==> src/rtl/pc_pkg.sv <==
// Shared constants and operation encoding for the program counter with return-address stack.
package pc_pkg;
  localparam int PC_W      = 16;
  localparam int RAS_DEPTH = 8;

  typedef enum logic [2:0] {HOLD, INC, LOAD, CALL, RET, TAIL, STALL} pc_op_e;

  // Priority: stall > call&ret > ret > call > load > inc > hold.
  function automatic pc_op_e decode_op(input logic stall, input logic call, input logic ret,
                                       input logic load, input logic inc);
    if (stall)             return STALL;
    else if (call && ret)  return TAIL;
    else if (ret)          return RET;
    else if (call)         return CALL;
    else if (load)         return LOAD;
    else if (inc)          return INC;
    else                   return HOLD;
  endfunction
endpackage

==> src/rtl/ras_lifo.sv <==
// Circular return-address stack: push wraps over the oldest entry when full,
// replace rewrites the top in place, top is read combinationally.
module ras_lifo #(
  parameter int W     = 16,
  parameter int DEPTH = 8,
  localparam int PW   = $clog2(DEPTH),
  localparam int CW   = $clog2(DEPTH) + 1
) (
  input  logic          clk,
  input  logic          reset,
  input  logic          push,
  input  logic          pop,
  input  logic          replace,
  input  logic [W-1:0]  data,
  output logic [W-1:0]  top,
  output logic [CW-1:0] count,
  output logic          empty,
  output logic          full
);
  logic [W-1:0]  mem [DEPTH];
  logic [PW-1:0] ptr;       // next free slot; when full it is also the oldest entry
  logic [PW-1:0] top_idx;

  assign top_idx = ptr - PW'(1);
  assign top     = mem[top_idx];
  assign empty   = (count == '0);
  assign full    = (count == CW'(DEPTH));

  always_ff @(posedge clk) begin
    if (reset) begin
      ptr   <= '0;
      count <= '0;
    end else if (push) begin
      ptr <= ptr + PW'(1);
      if (!full) count <= count + CW'(1);
    end else if (pop) begin
      ptr   <= top_idx;
      count <= count - CW'(1);
    end
  end

  // Entry storage carries no reset; the pointer and count define validity.
  always_ff @(posedge clk) begin
    if (push)         mem[ptr]     <= data;
    else if (replace) mem[top_idx] <= data;
  end
endmodule

==> src/rtl/pc_ras.sv <==
// Program counter with call/return support: operation decode, next-PC mux,
// PC register and sticky overflow/underflow flags around a ras_lifo.
module pc_ras
  import pc_pkg::*;
#(
  parameter int W     = PC_W,
  parameter int DEPTH = RAS_DEPTH,
  localparam int CW   = $clog2(DEPTH) + 1
) (
  input  logic          clk,
  input  logic          reset,
  input  logic [W-1:0]  in,
  input  logic          load,
  input  logic          inc,
  input  logic          call,
  input  logic          ret,
  input  logic          stall,
  output logic [W-1:0]  out,
  output logic [CW-1:0] ras_count,
  output logic          ras_empty,
  output logic          ras_full,
  output logic          overflow,
  output logic          underflow
);
  pc_op_e       op;
  logic [W-1:0] pc, pc_nxt, pc_inc, top;
  logic         push, pop, replace, ovf_set, unf_set;

  assign op     = decode_op(stall, call, ret, load, inc);
  assign pc_inc = pc + W'(1);
  assign out    = pc;

  always_comb begin
    pc_nxt  = pc;
    push    = 1'b0;
    pop     = 1'b0;
    replace = 1'b0;
    ovf_set = 1'b0;
    unf_set = 1'b0;
    case (op)
      INC:  pc_nxt = pc_inc;
      LOAD: pc_nxt = in;
      CALL: begin
        push    = 1'b1;
        ovf_set = ras_full;
        pc_nxt  = in;
      end
      // Tail call on an empty stack degenerates to a plain call.
      TAIL: begin
        push    = ras_empty;
        replace = !ras_empty;
        pc_nxt  = in;
      end
      RET: begin
        if (ras_empty) unf_set = 1'b1;
        else begin
          pop    = 1'b1;
          pc_nxt = top;
        end
      end
      default: ;
    endcase
  end

  always_ff @(posedge clk) begin
    if (reset) begin
      pc        <= '0;
      overflow  <= 1'b0;
      underflow <= 1'b0;
    end else begin
      pc <= pc_nxt;
      if (ovf_set) overflow  <= 1'b1;
      if (unf_set) underflow <= 1'b1;
    end
  end

  ras_lifo #(.W(W), .DEPTH(DEPTH)) u_lifo (
    .clk     (clk),
    .reset   (reset),
    .push    (push),
    .pop     (pop),
    .replace (replace),
    .data    (pc_inc),
    .top     (top),
    .count   (ras_count),
    .empty   (ras_empty),
    .full    (ras_full)
  );
endmodule

==> config.mk <==
export PLATFORM = sky130hd
export DESIGN_NAME = pc_ras
export DESIGN_NICKNAME = d
export VERILOG_FILES = /design/src/rtl/pc_pkg.sv /design/src/rtl/ras_lifo.sv /design/src/rtl/pc_ras.sv
export SDC_FILE = /design/constraint.sdc
export NUM_CORES = 1
export LEC_CHECK = 0
export BUFFER_PORTS_ARGS = -buffer_cell sky130_fd_sc_hd__buf_2
export CORE_ASPECT_RATIO = 0.7
export CORE_UTILIZATION = 60
export CTS_CLUSTER_DIAMETER = 100
export DETAILED_ROUTE_END_ITERATION = 8
export GPL_TIMING_DRIVEN = 0
export PLACE_DENSITY_LB_ADDON = 0.3
export SKIP_CTS_REPAIR_TIMING = 1
export SYNTH_ARGS = -nofsm -noshare
export SYNTH_HDL_FRONTEND = slang
export SYNTH_SLANG_ARGS = --single-unit
==> constraint.sdc <==
create_clock -name clk -period 4 [get_ports clk]
set_input_delay 0.2 -clock clk [delete_from_list [all_inputs] [get_ports clk]]
set_output_delay 0.2 -clock clk [all_outputs]
set_load 0.05 [all_outputs]
==> flow_metrics.tcl, run 1 <==
set metrics [dict create \
    outcome "complete, no violations" \
    met3_length_um 1430 \
    area.sequential_um2 4340 \
    met1Wirelength_um 6110 \
    initialDrtViolationCount 466 \
    numCtsBuffers 17 \
    hold_viol_final 0 \
    fmax_ghz 0.273 \
    fp-row-count 31 \
    drc 0 \
    period_needed_ns 3.67 \
    netlist_area_um2 6650 \
    die_y_um 90.1 \
    antenna_found_initial 0 \
    cap_violations 0 \
    clk_latency_ns 0.42 \
    fin_nets 528 \
    worstMarginPinSlew_ns 0.995 \
    ys_seq_area_frac 0.653 \
    peakVddDrop_mv 0.397 \
    worstPathArrival_ns 3.84 \
    ys_warn_count 0 \
    post-dp-hpwl_um 9970 \
    ys_types 55 \
    syn_inst 428 \
    ys_ff_latch 153 \
    hold_path_class "in -> reg" \
    worstSetupStartpointType "register" \
    async_flop_share 0 \
    rsz0062_at_grt "false" \
    vias 4236 \
    setup_ws_ns 0.334 \
    cp_slowest_cell "clkbuf_1" \
    fin_skew_ns 0.0110 \
    setup_violations 0 \
    overflow 0 \
    post-place-ws_ns 0.321 \
    gp_congestion 0.834 \
    cts_buffer_depth 2 \
    top_layer "met4" \
    io_pins 47 \
    multi_input_area_um2 2150 \
    cp-end-kind "register" \
    wl_met2_um 7160 \
    h-tree-depth 4 \
    initial_utilization 0.630 \
    cellLeakagePower_nw 2.70 \
    wirelength_um 15100 \
    area.growth.synth_to_final_pct 18.5 \
    die_area_um2 11500 \
    cts_tree "built" \
    grt_pass1_wl_um 23300 \
    syn_nets 457 \
    fin_crit_sh 0.917 \
    ant_nets 0 \
    clk_pin_slew_ns 0.06 \
    cp_max_fo 10 \
    antenna_cells 0 \
    synth-edff-count 128 \
    grt_max_degree 17 \
    power.total_w 0.00486 \
    die_x_um 128 \
    power.density_nw_per_um2 617 \
    via_per_inst 6.42 \
    cts.sinks 153 \
    port_buffers 44 \
    synthFlopType "edfxtp_1" \
    drive_above_1_share 0.301 \
    crit_type "reg -> reg" \
    slew_headroom 0.332 \
    synth_area_per_cell_um2 15.5 \
    crit_chain "buf_2, buf_6, buf_4, inv_1, ha_1, buf_2, clkbuf_1, inv_1, a22o_1, a2bb2oi_1, nor2_2, buf_8" \
    drv_slew 0 \
    wl_per_cell_um 22.9 \
    nFillCells 652 \
    max_stage_delay_ns 0.44 \
    core_um2 10600 \
    worstPathRequired_ns 4.18 \
    gr-usage-all-layers 0.283 \
    grt_pass1_vias 4136 \
    first_pass_iters 6 \
    cts-root-buf "clkbuf_16" \
]
==> state kept, by name, indices dropped and copies added (netlist names) <==
register / count
out: 16
overflow: 1
u_lifo.count: 4
u_lifo.mem: 128
underflow: 1
u_lifo.ptr: 3
==> cell families after synthesis <==
| group | share of synthesized area |
|---|---|
| DFF | 0.653 |
| muxes | 0.111 |
| xor gates and xnor gates | 0.0290 |
| buffers and inverters | 0.0262 |
| AOI/OAI and AO/OA | 0.0826 |
| and+or+nand+nor | 0.0852 |
| adders and majority gates | 0.0124 |
==> through the flow <==
step / cells / area, um2 / hold slack, ns / utilization / TNS [ns]
floorplan: 428 / 6650 / 0.359 / - / 0
global placement: 620 / 7060 / 0.449 / 0.669 / -34.52
detailed placement: 628 / 7250 / 0.465 / 0.687 / 0
CTS: 660 / 7880 / 0.0404 / 0.747 / 0
global route: 660 / 7880 / 0.0738 / 0.747 / 0
finish: 660 / 7880 / 0.0470 / 0.747 / 0
==> report_power, final <==
| group | total, W | internal [W] | switching, W | leakage [nW] |
|---|---|---|---|---|
| Combinational | 0.00117 | 0.000439 | 0.000736 | 1.01 |
| Clock | 0.00170 | 0.00107 | 0.000636 | 0.308 |
| Sequential | 0.00198 | 0.00189 | 0.0000926 | 1.38 |
| Total | 0.00486 | 0.00339 | 0.00146 | 2.70 |
==> cells in the mapped netlist, drive strengths merged (3+ instances only) <==
| master | count | share of area |
|---|---|---|
| mux4 | 32 | 0.11 |
| nand4 | 6 | 0.0066 |
| nand3 | 10 | 0.0075 |
| buf | 18 | 0.018 |
| nor2 | 37 | 0.021 |
| clkbuf | 6 | 0.0034 |
| inv | 8 | 0.0045 |
| a311oi | 7 | 0.0092 |
| nand2 | 32 | 0.019 |
| a211oi | 8 | 0.011 |
| dfxtp | 25 | 0.075 |
| o21ai | 3 | 0.0023 |
| nor4 | 6 | 0.012 |
| xor2 | 9 | 0.012 |
| edfxtp | 128 | 0.58 |
| a2bb2oi | 4 | 0.0053 |
| a22oi | 8 | 0.0090 |
| nor3 | 4 | 0.0030 |
| ha | 5 | 0.0094 |
| a221oi | 6 | 0.0079 |
| a21oi | 21 | 0.016 |
| xnor2 | 13 | 0.017 |
==> area by class of cell <==
type                            count  share of cell area
Buffer                             24              0.0183
Clock buffer                       19              0.0562
Clock inverter                     13              0.0241
Inverter                            8             0.00381
Multi-Input combinational cell    243               0.273
Sequential cell                   153               0.551
Tap cell                          148              0.0235
Timing Repair Buffer               52              0.0495
==> per-layer routing <==
layer,track usage,vias up
met5,0,-
met4,0.115,0
met3,0.0720,41
met2,0.440,253
met1,0.385,2104
li1,-,1838
==> placed cells by master (no fill, tap or decap), drive strengths merged, types with 7 or more instances in the layout <==
cell type / n
mux4: 32
inv: 11
edfxtp: 128
nor2: 37
xor2: 9
a211oi: 8
nand2: 32
clkbuf: 25
nand3: 10
a21oi: 21
a311oi: 7
a22oi: 8
dfxtp: 25
xnor2: 13
buf: 70
==> worst max-delay path, delay by kind of cell (launching register included) <==
kind	cells	cell delay, ns
compound gates	2	0.55
fa+ha+maj	1	0.31
buf+inv	8	2.00
flops	1	0.33
simple gates	1	0.22
==> path summary, 6_finish.rpt <==
| path | from | end | slack [ns] | cells past startpoint |
|---|---|---|---|---|
| worst min-delay path | in[8] | out[8] | 0.05 | 3 |
| worst max register to register | u_lifo.ptr[0] | u_lifo.mem[6][9] | 0.33 | 12 |
| worst max-delay path | u_lifo.ptr[0] | u_lifo.mem[6][9] | 0.33 | 12 |
| worst min register to register | underflow | underflow | 0.48 | 2 |
(Power assumes the default switching activity.)
==> run 2, diff against run 1 <==
--- a/config.mk
+++ b/config.mk
@@ -11,7 +11,7 @@
 export CTS_CLUSTER_DIAMETER = 100
 export DETAILED_ROUTE_END_ITERATION = 8
 export GPL_TIMING_DRIVEN = 0
-export PLACE_DENSITY_LB_ADDON = 0.3
+export PLACE_DENSITY = 0.79
 export SKIP_CTS_REPAIR_TIMING = 1
 export SYNTH_ARGS = -nofsm -noshare
 export SYNTH_HDL_FRONTEND = slang
==> flow_metrics.tcl, run 2 (synthesis gave the netlist of run 1 again) <==
set metrics [dict create \
    hold_path_class "in -> reg" \
    setup.worst_path.start "u_lifo.ptr[0]" \
    fin_nets 528 \
    rsz0062_at_grt "false" \
    hp-start "in[8]" \
    slew_headroom 0.372 \
    die_x_um 128 \
    cap_violations 0 \
    drv_slew 0 \
    h-tree-depth 4 \
    cts.sinks 153 \
    ant_nets 0 \
    fin_crit_sh 0.917 \
    grt_pass1_wl_um 24100 \
    nFillCells 664 \
    antenna_cells 0 \
    setup_violations 0 \
    numCtsBuffers 17 \
    worstSetupStartpointType "register" \
    first_pass_iters 8 \
    mostFrequentLayoutCells "128 x edfxtp_1, 54 x buf_2, 32 x mux4_2, 31 x nand2_1, 28 x nor2_1" \
    clk_latency_ns 0.43 \
    port_buffers 44 \
    cellLeakagePower_nw 2.65 \
    cts-root-buf "clkbuf_16" \
    worstPathRequired_ns 4.18 \
    worstPathArrival_ns 3.85 \
    peakVddDrop_mv 0.387 \
    cts_tree "built" \
    fp-row-count 31 \
    overflow 0 \
    cp-end-kind "register" \
    reg2reg_from "u_lifo.ptr[0]" \
    fin_util 0.738 \
    core_um2 10600 \
    multi_input_area_um2 2150 \
    cp_max_fo 12 \
    grt_max_degree 17 \
    grt_pass1_vias 4159 \
    drc 0 \
    gr-usage-all-layers 0.293 \
    hold_viol_final 0 \
    initial_utilization 0.630 \
    power.total_w 0.00465 \
    wl_per_cell_um 23.6 \
    fmax_ghz 0.273 \
    post-dp-hpwl_um 10300 \
    final_common_cell "edfxtp_1" \
    fin_skew_ns 0.00989 \
    drive_above_1_share 0.295 \
    via_per_inst 6.43 \
    cts_buffer_depth 2 \
    die_y_um 90.1 \
    worstMarginPinSlew_ns 0.936 \
    crit_type "reg -> reg" \
    vias 4243 \
    clk_pin_slew_ns 0.06 \
    wirelength_um 15600 \
    io_pins 47 \
    initialDrtViolationCount 605 \
    largest_reg_flops 128 \
    antenna_found_initial 0 \
    area.growth.synth_to_final_pct 17.1 \
    outcome "complete, no violations" \
    regMostFlops "u_lifo.mem" \
    die_area_um2 11500 \
    area.sequential_um2 4340 \
    gp_congestion 0.845 \
    power.density_nw_per_um2 597 \
    period_needed_ns 3.67 \
]
[run 2: cell type report]
type	count	area share
tap	148	0.0238
sequential	153	0.558
timing repair buffer	52	0.0501
clock buffer	21	0.0566
inverter	8	0.00386
multi-input combinational	243	0.276
clock inverter	11	0.0130
buffer	24	0.0185
[run 2: per-layer routing]
metal / track usage / share of wire / vias to the layer above
li1: - / - / 1837
met1: 0.417 / 0.40 / 2144
met2: 0.442 / 0.49 / 226
met3: 0.0625 / 0.092 / 36
met4: 0.128 / 0.020 / 0
met5: 0 / 0 / -
[run 2: power by group]
group	leakage [nW]	internal, W	total [W]	switching (W)
combinational	1.01	0.000439	0.00119	0.000746
clock	0.253	0.000854	0.00148	0.000627
sequential	1.38	0.00189	0.00198	0.0000948
total	2.65	0.00318	0.00465	0.00147
[run 2: path summary, 6_finish.rpt]
path | to | slack [ns] | depth (start not counted)
worst max-delay path | u_lifo.mem[2][13] | 0.33 | 12
worst min-delay path | out[8] | 0.08 | 3
worst max register to register | u_lifo.mem[2][13] | 0.33 | 12
worst min register to register | overflow | 0.47 | 2
[run 2: worst max-delay path, cell delays in order (launching register included)]
cell	delay, ns
dfxtp_1	0.34
buf_2	0.27
buf_6	0.22
buf_4	0.27
inv_1	0.11
ha_1	0.32
buf_2	0.29
clkbuf_1	0.48
inv_1	0.16
a22o_1	0.25
a2bb2oi_1	0.30
nor2_2	0.17
buf_16	0.20
[run 2: stage by stage]
step           instances  hold WS (ns)  cell area (um2)  setup TNS [ns]  worst slack [ns]
2_1_floorplan        428         0.359             6650               0             0.848
3_3_place_gp         620         0.443             7060          -27.40            -0.284
3_5_place_dp         628         0.461             7250               0             0.372
4_1_cts              660        0.0747             7790               0             0.343
5_1_grt              660         0.100             7790               0            0.0885
6_report             660        0.0774             7790               0             0.332
